`src/rtl/fetch_pkg.sv`:
```
// Shared types and constants for the instruction fetch stage.
package fetch_pkg;
  localparam int PC_WIDTH   = 32;
  localparam int INST_WIDTH = 32;
  localparam logic [PC_WIDTH-1:0] RESET_PC_DEFAULT = 32'h0000_0000;

  typedef enum logic [1:0] {
    S_REQ,
    S_WAIT,
    S_HOLD
  } fetch_state_t;

  function automatic logic [PC_WIDTH-1:0] align_word(input logic [PC_WIDTH-1:0] pc);
    return {pc[PC_WIDTH-1:2], 2'b00};
  endfunction
endpackage

```
`src/rtl/fetch_hold_buffer.sv`:
```
// Single-entry parking register for a fetched instruction that arrived while
// decode was stalled and the F/D slot was still occupied.
module fetch_hold_buffer
  import fetch_pkg::*;
(
  input  logic                  clock,
  input  logic                  reset,
  input  logic                  load_i,
  input  logic                  clear_i,
  input  logic [PC_WIDTH-1:0]   pc_i,
  input  logic [INST_WIDTH-1:0] inst_i,
  output logic [PC_WIDTH-1:0]   pc_o,
  output logic [INST_WIDTH-1:0] inst_o,
  output logic                  valid_o
);
  logic [PC_WIDTH-1:0]   pc_q;
  logic [INST_WIDTH-1:0] inst_q;
  logic                  valid_q;

  always_ff @(posedge clock) begin
    if (!reset) begin
      pc_q    <= '0;
      inst_q  <= '0;
      valid_q <= 1'b0;
    end else if (clear_i) begin
      valid_q <= 1'b0;
    end else if (load_i) begin
      pc_q    <= pc_i;
      inst_q  <= inst_i;
      valid_q <= 1'b1;
    end
  end

  assign pc_o    = pc_q;
  assign inst_o  = inst_q;
  assign valid_o = valid_q;
endmodule

```
`src/rtl/instruction_fetch_unit.sv`:
```
// Fetch stage: owns the PC, keeps one imem request in flight and feeds the
// F/D register, honouring decode stalls and execute-stage redirects.
module instruction_fetch_unit
  import fetch_pkg::*;
#(
  parameter logic [PC_WIDTH-1:0] RESET_PC = RESET_PC_DEFAULT,
  parameter logic [PC_WIDTH-1:0] PC_STEP  = 32'd4
) (
  input  logic                  clock,
  input  logic                  reset,
  output logic                  imemReqValid,
  input  logic                  imemReqReady,
  output logic [PC_WIDTH-1:0]   imemReqAddr,
  input  logic                  imemRespValid,
  input  logic [INST_WIDTH-1:0] imemRespData,
  input  logic                  redirectValid,
  input  logic [PC_WIDTH-1:0]   redirectPc,
  input  logic                  stall,
  output logic [PC_WIDTH-1:0]   pcOut,
  output logic [INST_WIDTH-1:0] instOut,
  output logic                  validOut
);
  fetch_state_t          state_q, state_d;
  logic [PC_WIDTH-1:0]   fetch_pc_q, fetch_pc_d;
  logic [PC_WIDTH-1:0]   req_pc_q, req_pc_d;
  logic                  discard_q, discard_d;
  logic [PC_WIDTH-1:0]   pc_out_q, pc_out_d;
  logic [INST_WIDTH-1:0] inst_out_q, inst_out_d;
  logic                  valid_out_q, valid_out_d;

  logic                  hold_load, hold_clear, hold_valid;
  logic [PC_WIDTH-1:0]   hold_pc;
  logic [INST_WIDTH-1:0] hold_inst;
  logic                  handshake, slot_free;

  fetch_hold_buffer u_hold (
    .clock   (clock),
    .reset   (reset),
    .load_i  (hold_load),
    .clear_i (hold_clear),
    .pc_i    (req_pc_q),
    .inst_i  (imemRespData),
    .pc_o    (hold_pc),
    .inst_o  (hold_inst),
    .valid_o (hold_valid)
  );

  // Request valid is a pure function of state so it never combinationally
  // depends on the memory's ready.
  assign imemReqValid = (state_q == S_REQ) && reset;
  assign imemReqAddr  = fetch_pc_q;
  assign handshake    = imemReqValid && imemReqReady;
  assign slot_free    = !valid_out_q || !stall;

  always_comb begin
    state_d     = state_q;
    fetch_pc_d  = fetch_pc_q;
    req_pc_d    = req_pc_q;
    discard_d   = discard_q;
    pc_out_d    = pc_out_q;
    inst_out_d  = inst_out_q;
    valid_out_d = valid_out_q && stall;
    hold_load   = 1'b0;
    hold_clear  = 1'b0;

    if (redirectValid) begin
      // Flush wins over stall; anything already in flight becomes stale.
      fetch_pc_d  = align_word(redirectPc);
      valid_out_d = 1'b0;
      hold_clear  = 1'b1;
      case (state_q)
        S_REQ: begin
          if (handshake) begin
            req_pc_d  = fetch_pc_q;
            state_d   = S_WAIT;
            discard_d = 1'b1;
          end
        end
        S_WAIT: begin
          if (imemRespValid) begin
            state_d   = S_REQ;
            discard_d = 1'b0;
          end else begin
            discard_d = 1'b1;
          end
        end
        default: state_d = S_REQ;
      endcase
    end else begin
      case (state_q)
        S_REQ: begin
          if (handshake) begin
            req_pc_d   = fetch_pc_q;
            fetch_pc_d = fetch_pc_q + PC_STEP;
            state_d    = S_WAIT;
          end
        end
        S_WAIT: begin
          if (imemRespValid) begin
            if (discard_q) begin
              discard_d = 1'b0;
              state_d   = S_REQ;
            end else if (slot_free) begin
              pc_out_d    = req_pc_q;
              inst_out_d  = imemRespData;
              valid_out_d = 1'b1;
              state_d     = S_REQ;
            end else begin
              hold_load = 1'b1;
              state_d   = S_HOLD;
            end
          end
        end
        default: begin
          if (!stall) begin
            pc_out_d    = hold_pc;
            inst_out_d  = hold_inst;
            valid_out_d = hold_valid;
            hold_clear  = 1'b1;
            state_d     = S_REQ;
          end
        end
      endcase
    end
  end

  always_ff @(posedge clock) begin
    if (!reset) begin
      state_q     <= S_REQ;
      fetch_pc_q  <= RESET_PC;
      req_pc_q    <= '0;
      discard_q   <= 1'b0;
      pc_out_q    <= '0;
      inst_out_q  <= '0;
      valid_out_q <= 1'b0;
    end else begin
      state_q     <= state_d;
      fetch_pc_q  <= fetch_pc_d;
      req_pc_q    <= req_pc_d;
      discard_q   <= discard_d;
      pc_out_q    <= pc_out_d;
      inst_out_q  <= inst_out_d;
      valid_out_q <= valid_out_d;
    end
  end

  assign pcOut    = pc_out_q;
  assign instOut  = inst_out_q;
  assign validOut = valid_out_q;
endmodule

```
`config.mk`:
```
export PLATFORM = sky130hd
export DESIGN_NAME = instruction_fetch_unit
export DESIGN_NICKNAME = d
export VERILOG_FILES = /design/src/rtl/fetch_pkg.sv /design/src/rtl/fetch_hold_buffer.sv /design/src/rtl/instruction_fetch_unit.sv
export SDC_FILE = /design/constraint.sdc
export NUM_CORES = 1
export LEC_CHECK = 0
export ABC_AREA = 1
export CAP_MARGIN = 10
export CORE_MARGIN = 1
export CORE_UTILIZATION = 47
export DETAILED_ROUTE_END_ITERATION = 12
export PLACE_DENSITY = 0.77
export SYNTH_ARGS = -nofsm -noshare
export SYNTH_HDL_FRONTEND = slang
export SYNTH_SLANG_ARGS = --single-unit
```
`constraint.sdc`:
```
create_clock -name clock -period 1.6 [get_ports clock]
set_input_delay 0.48 -clock clock [delete_from_list [all_inputs] [get_ports clock]]
set_output_delay 0.48 -clock clock [all_outputs]
set_load 0.005 [all_outputs]
```
==> qor.csv <==
stage;metric;value;unit
placement;place_ws;-561;ps
sta;tns;-218;ps
sta;skew;5.48;ps
clock_tree;cts_root_buf;clkbuf_16;
clock_tree;cts-buffers-inserted;17;
sta;fin_hold_ws;476;ps
final_layout;syn_to_final_growth;43.0;%
final_layout;finalInstanceArea;11800;µm²
synthesis;synth-xor-area-share;1.28;%
synthesis;ys.flop_type;dfxtp_1;
power_and_ir_drop;peakVddDrop;0.000680;V
route;avgRoutedWirePerCell;15.0;µm
critical_path;cp_data_arrival_time;2010;ps
global_routing;grt_pass1_wl;36100;µm
synthesis;avgSynthCellArea;7.02;µm²
synthesis;synth_edf_count;0;
synthesis;synth-compound-area-share;22.0;%
route;wirelength;24500;µm
synthesis;synth-simple-area-share;20.5;%
global_routing;grt_pass1_vias;7544;
clock_tree;clkLatencyLatePin;430;ps
route;drc_errors;0;
sta;slew_headroom;61.1;%
power_and_ir_drop;cellLeakagePower;5.12;nW
critical_path;crit_type;flip-flop to flip-flop;
die;fp.dieW;134;µm
clock_tree;cts_sinks;189;
global_routing;grt_use_total;25.0;%
critical_path;slowest_stage;dfxtp_2;
critical_path;crit_path_start_kind;flip-flop;
critical_path;cp_cell_sequence;buf_6, inv_6, nand2_4, buf_12, a21oi_4, nor2_4, nand2_8, inv_16, nor2_1, nor2_1;
route;drt-initial-drc-count;372;
critical_path;r2r_start;state_q[1]$_SDFFE_PN0P_;
sta;finalSetupViolCount;15;
power_and_ir_drop;power_frac_clock;38.9;%
sta;hold_viol;0;
final_layout;fin_util;68.4;%
clock_tree;cts_buffer_depth;2;
critical_path;slowest_delay;370;ps
placement;place_congestion;0.862;
power_and_ir_drop;pwr-share-comb;13.1;%
sta;setup_ws;-58.0;ps
synthesis;synth_top_family_by_area;compound AO/OA/AOI/OAI gates;
power_and_ir_drop;swShare;25.3;%
global_routing;grt_max_degree;147;
sta;fmax;603;MHz
synthesis;ys_warn_count;0;
placement;place_inst;1560;
placement;io_buffers;161;
placement;hpwl;14000;µm
sta;period_share;104;%
critical_path;crit_required;1950;ps
sta;drv_slew;0;
clock_tree;h-tree-depth;4;
clock_tree;path_clk_slew;70;ps
final_layout;drive_gt1_share;19.7;%
power_and_ir_drop;pwr-share-seq;48.0;%
synthesis;ys_seq_area_share;45.9;%
synthesis;synth.mux.area_fraction;0;%
route;routed-via-count;8528;
sta;worst_pin_slew;583;ps
critical_path;critPathMaxFanout;62;
die;die_h;134;µm
placement;place_area;10400;µm²
die;fp.dieArea;18100;µm²
synthesis;synthDistinctLibCells;34;
worst_hold_path;hold_class;flip-flop to flip-flop;
route;ant_nets;0;
synthesis;async_flop_share;0;%
power_and_ir_drop;p_sw;2.62;mW
sta;rsz0062_at_grt;yes;
die;core_area;17200;µm²
power_and_ir_drop;powerDensity;878;nW/µm²
synthesis;syn_area;8240;µm²
critical_path;crit_path_frequent_cell;nor2_1;
run_status;violations;negative setup slack;
critical_path;startpoint;state_q[1]$_SDFFE_PN0P_;
power_and_ir_drop;intPower;7.73;mW
global_routing;overflow;0;
run_status;outcome;finished with violations;
flow_run;drv_cap;0;
final_layout;fin_cells;1631;
die;start_util;47.8;%
worst_hold_path;min-delay-start;instOut[27]$_SDFFE_PN0P_;
die;ios;168;
route;drtPass1Iterations;5;
power_and_ir_drop;fin_total_pwr;10.3;mW
critical_path;worst_setup_path_end_kind;flip-flop;
synthesis;ys_ff_latch;189;
synthesis;netlist_instances;1175;
clock_tree;cts_tree;done;
route;avgViaCountPerCell;5.23;
synthesis;synthAdderAreaFrac;0.152;%
global_routing;antenna_found_initial;0;
die;rows;48;
final_layout;layout.nets;1464;
clock_tree;postCtsHoldBufs;0;
sta;min_period;1660;ps
state kept, by name (all words and copies together), names as in the netlist, named ones only:
signal,flops
u_hold.inst_o,32
pcOut,30
instOut,32
u_hold.valid_o,1
state_q,2
discard_q,1
u_hold.pc_o,30
imemReqAddr,30
req_pc_q,30
kinds of logic (layout without fill, tap and decap cells):
family | Yosys count | count (layout)
simple gates | 423 | 423
compound gates | 357 | 357
buf+inv | 192 | 419
flops | 189 | 189
xor+xnor | 12 | 12
fa+ha+maj | 1 | 1
other cells | 1 | 5
worst max-delay path, delay by kind of cell, from the launching register on:
| kind | cells | cell delay, ps |
|---|---|---|
| compound gates | 1 | 40 |
| flops | 1 | 370 |
| simple gates | 5 | 630 |
| buf+inv | 4 | 510 |
path summary, 6_finish.rpt:
check	slack (ps)	depth (start not counted)	end
setup / recovery	-60	10	instOut[16]$_SDFFE_PN0P_
hold / removal	480	2	instOut[27]$_SDFFE_PN0P_
setup reg to reg	-60	10	instOut[16]$_SDFFE_PN0P_
hold reg to reg	480	2	instOut[27]$_SDFFE_PN0P_
cell usage in the layout, fill, tap and decap left out, types with 3 or more instances in the layout:
cell type          n
a21oi_1           91
a21oi_2           20
a31oi_1            6
buf_12            10
buf_4             78
buf_6             16
buf_8              3
clkbuf_16         22
clkbuf_2           3
clkdlybuf4s50_1   62
clkinv_2           4
clkinv_4           3
conb_1             4
dfxtp_1          143
dfxtp_2           31
dfxtp_4           15
dlygate4sd2_1     90
inv_1            109
nand2_1          184
nand2_2            8
nand3_1           30
nand3_2            3
nand4_1            5
nor2_1           160
nor2_2            16
nor2_4            10
o211ai_1           4
o21ai_0          168
o21ai_1           49
o21ai_2           12
xnor2_1            5
xor2_1             6
power by group through the flow:
stage / clock [mW] / sequential (mW) / combinational (mW)
final: 4.03 / 4.96 / 1.36
after global routing: 4.28 / 4.98 / 1.49
after CTS: 4.07 / 4.96 / 1.24
after detailed placement: 0 / 5.09 / 1.20
after global placement: 0 / 5.08 / 1.18
after floorplan: 0 / 5.09 / 0.558
synth_stat cells (2+ instances only):
library cell	number	share of area (%)
inv_2	4	0.18
a31oi_1	6	0.46
buf_1	7	0.32
clkbuf_1	34	1.5
o21ai_0	208	13
nand2_1	192	8.7
nand4_1	5	0.38
o211ai_1	4	0.36
o21ai_1	23	1.4
nor2_2	5	0.38
buf_6	7	0.96
xor2_1	7	0.74
nand3_2	2	0.24
clkbuf_2	5	0.30
and2_1	2	0.15
buf_4	6	0.55
o21bai_1	2	0.18
dfxtp_1	189	46
inv_1	110	5.0
nand3_1	31	1.9
xnor2_1	5	0.53
a21oi_1	112	6.8
buf_2	17	1.0
nand2_4	2	0.27
nor2_1	181	8.2
layer usage:
metal  vias up  global-route usage (%)  wire length [µm]
met2       358                    40.3             11600
met4         0                    8.86               503
met5         -                       0                 0
met1      3893                    33.0             10600
li1       4236                       -                 -
met3        41                    5.25              1780
layout make-up:
class	count	area, µm²
diodes	1	2.50
fillers	1416	5450
inverters	116	467
multi-input cells	797	3960
clock inverters	10	91.3
well taps	225	282
repair buffers	272	2650
flip-flops and latches	189	3880
clock buffers	21	460
timing repair:
action / in CTS / in global routing
endpoints found under the setup margin: 180 / 171
setup buffers: 22 / 7
pin swaps: 6 / 12
gates cloned: 2 / 9
resized for setup: 208 / 123
Note: power is estimated with default switching activity, not from simulation.
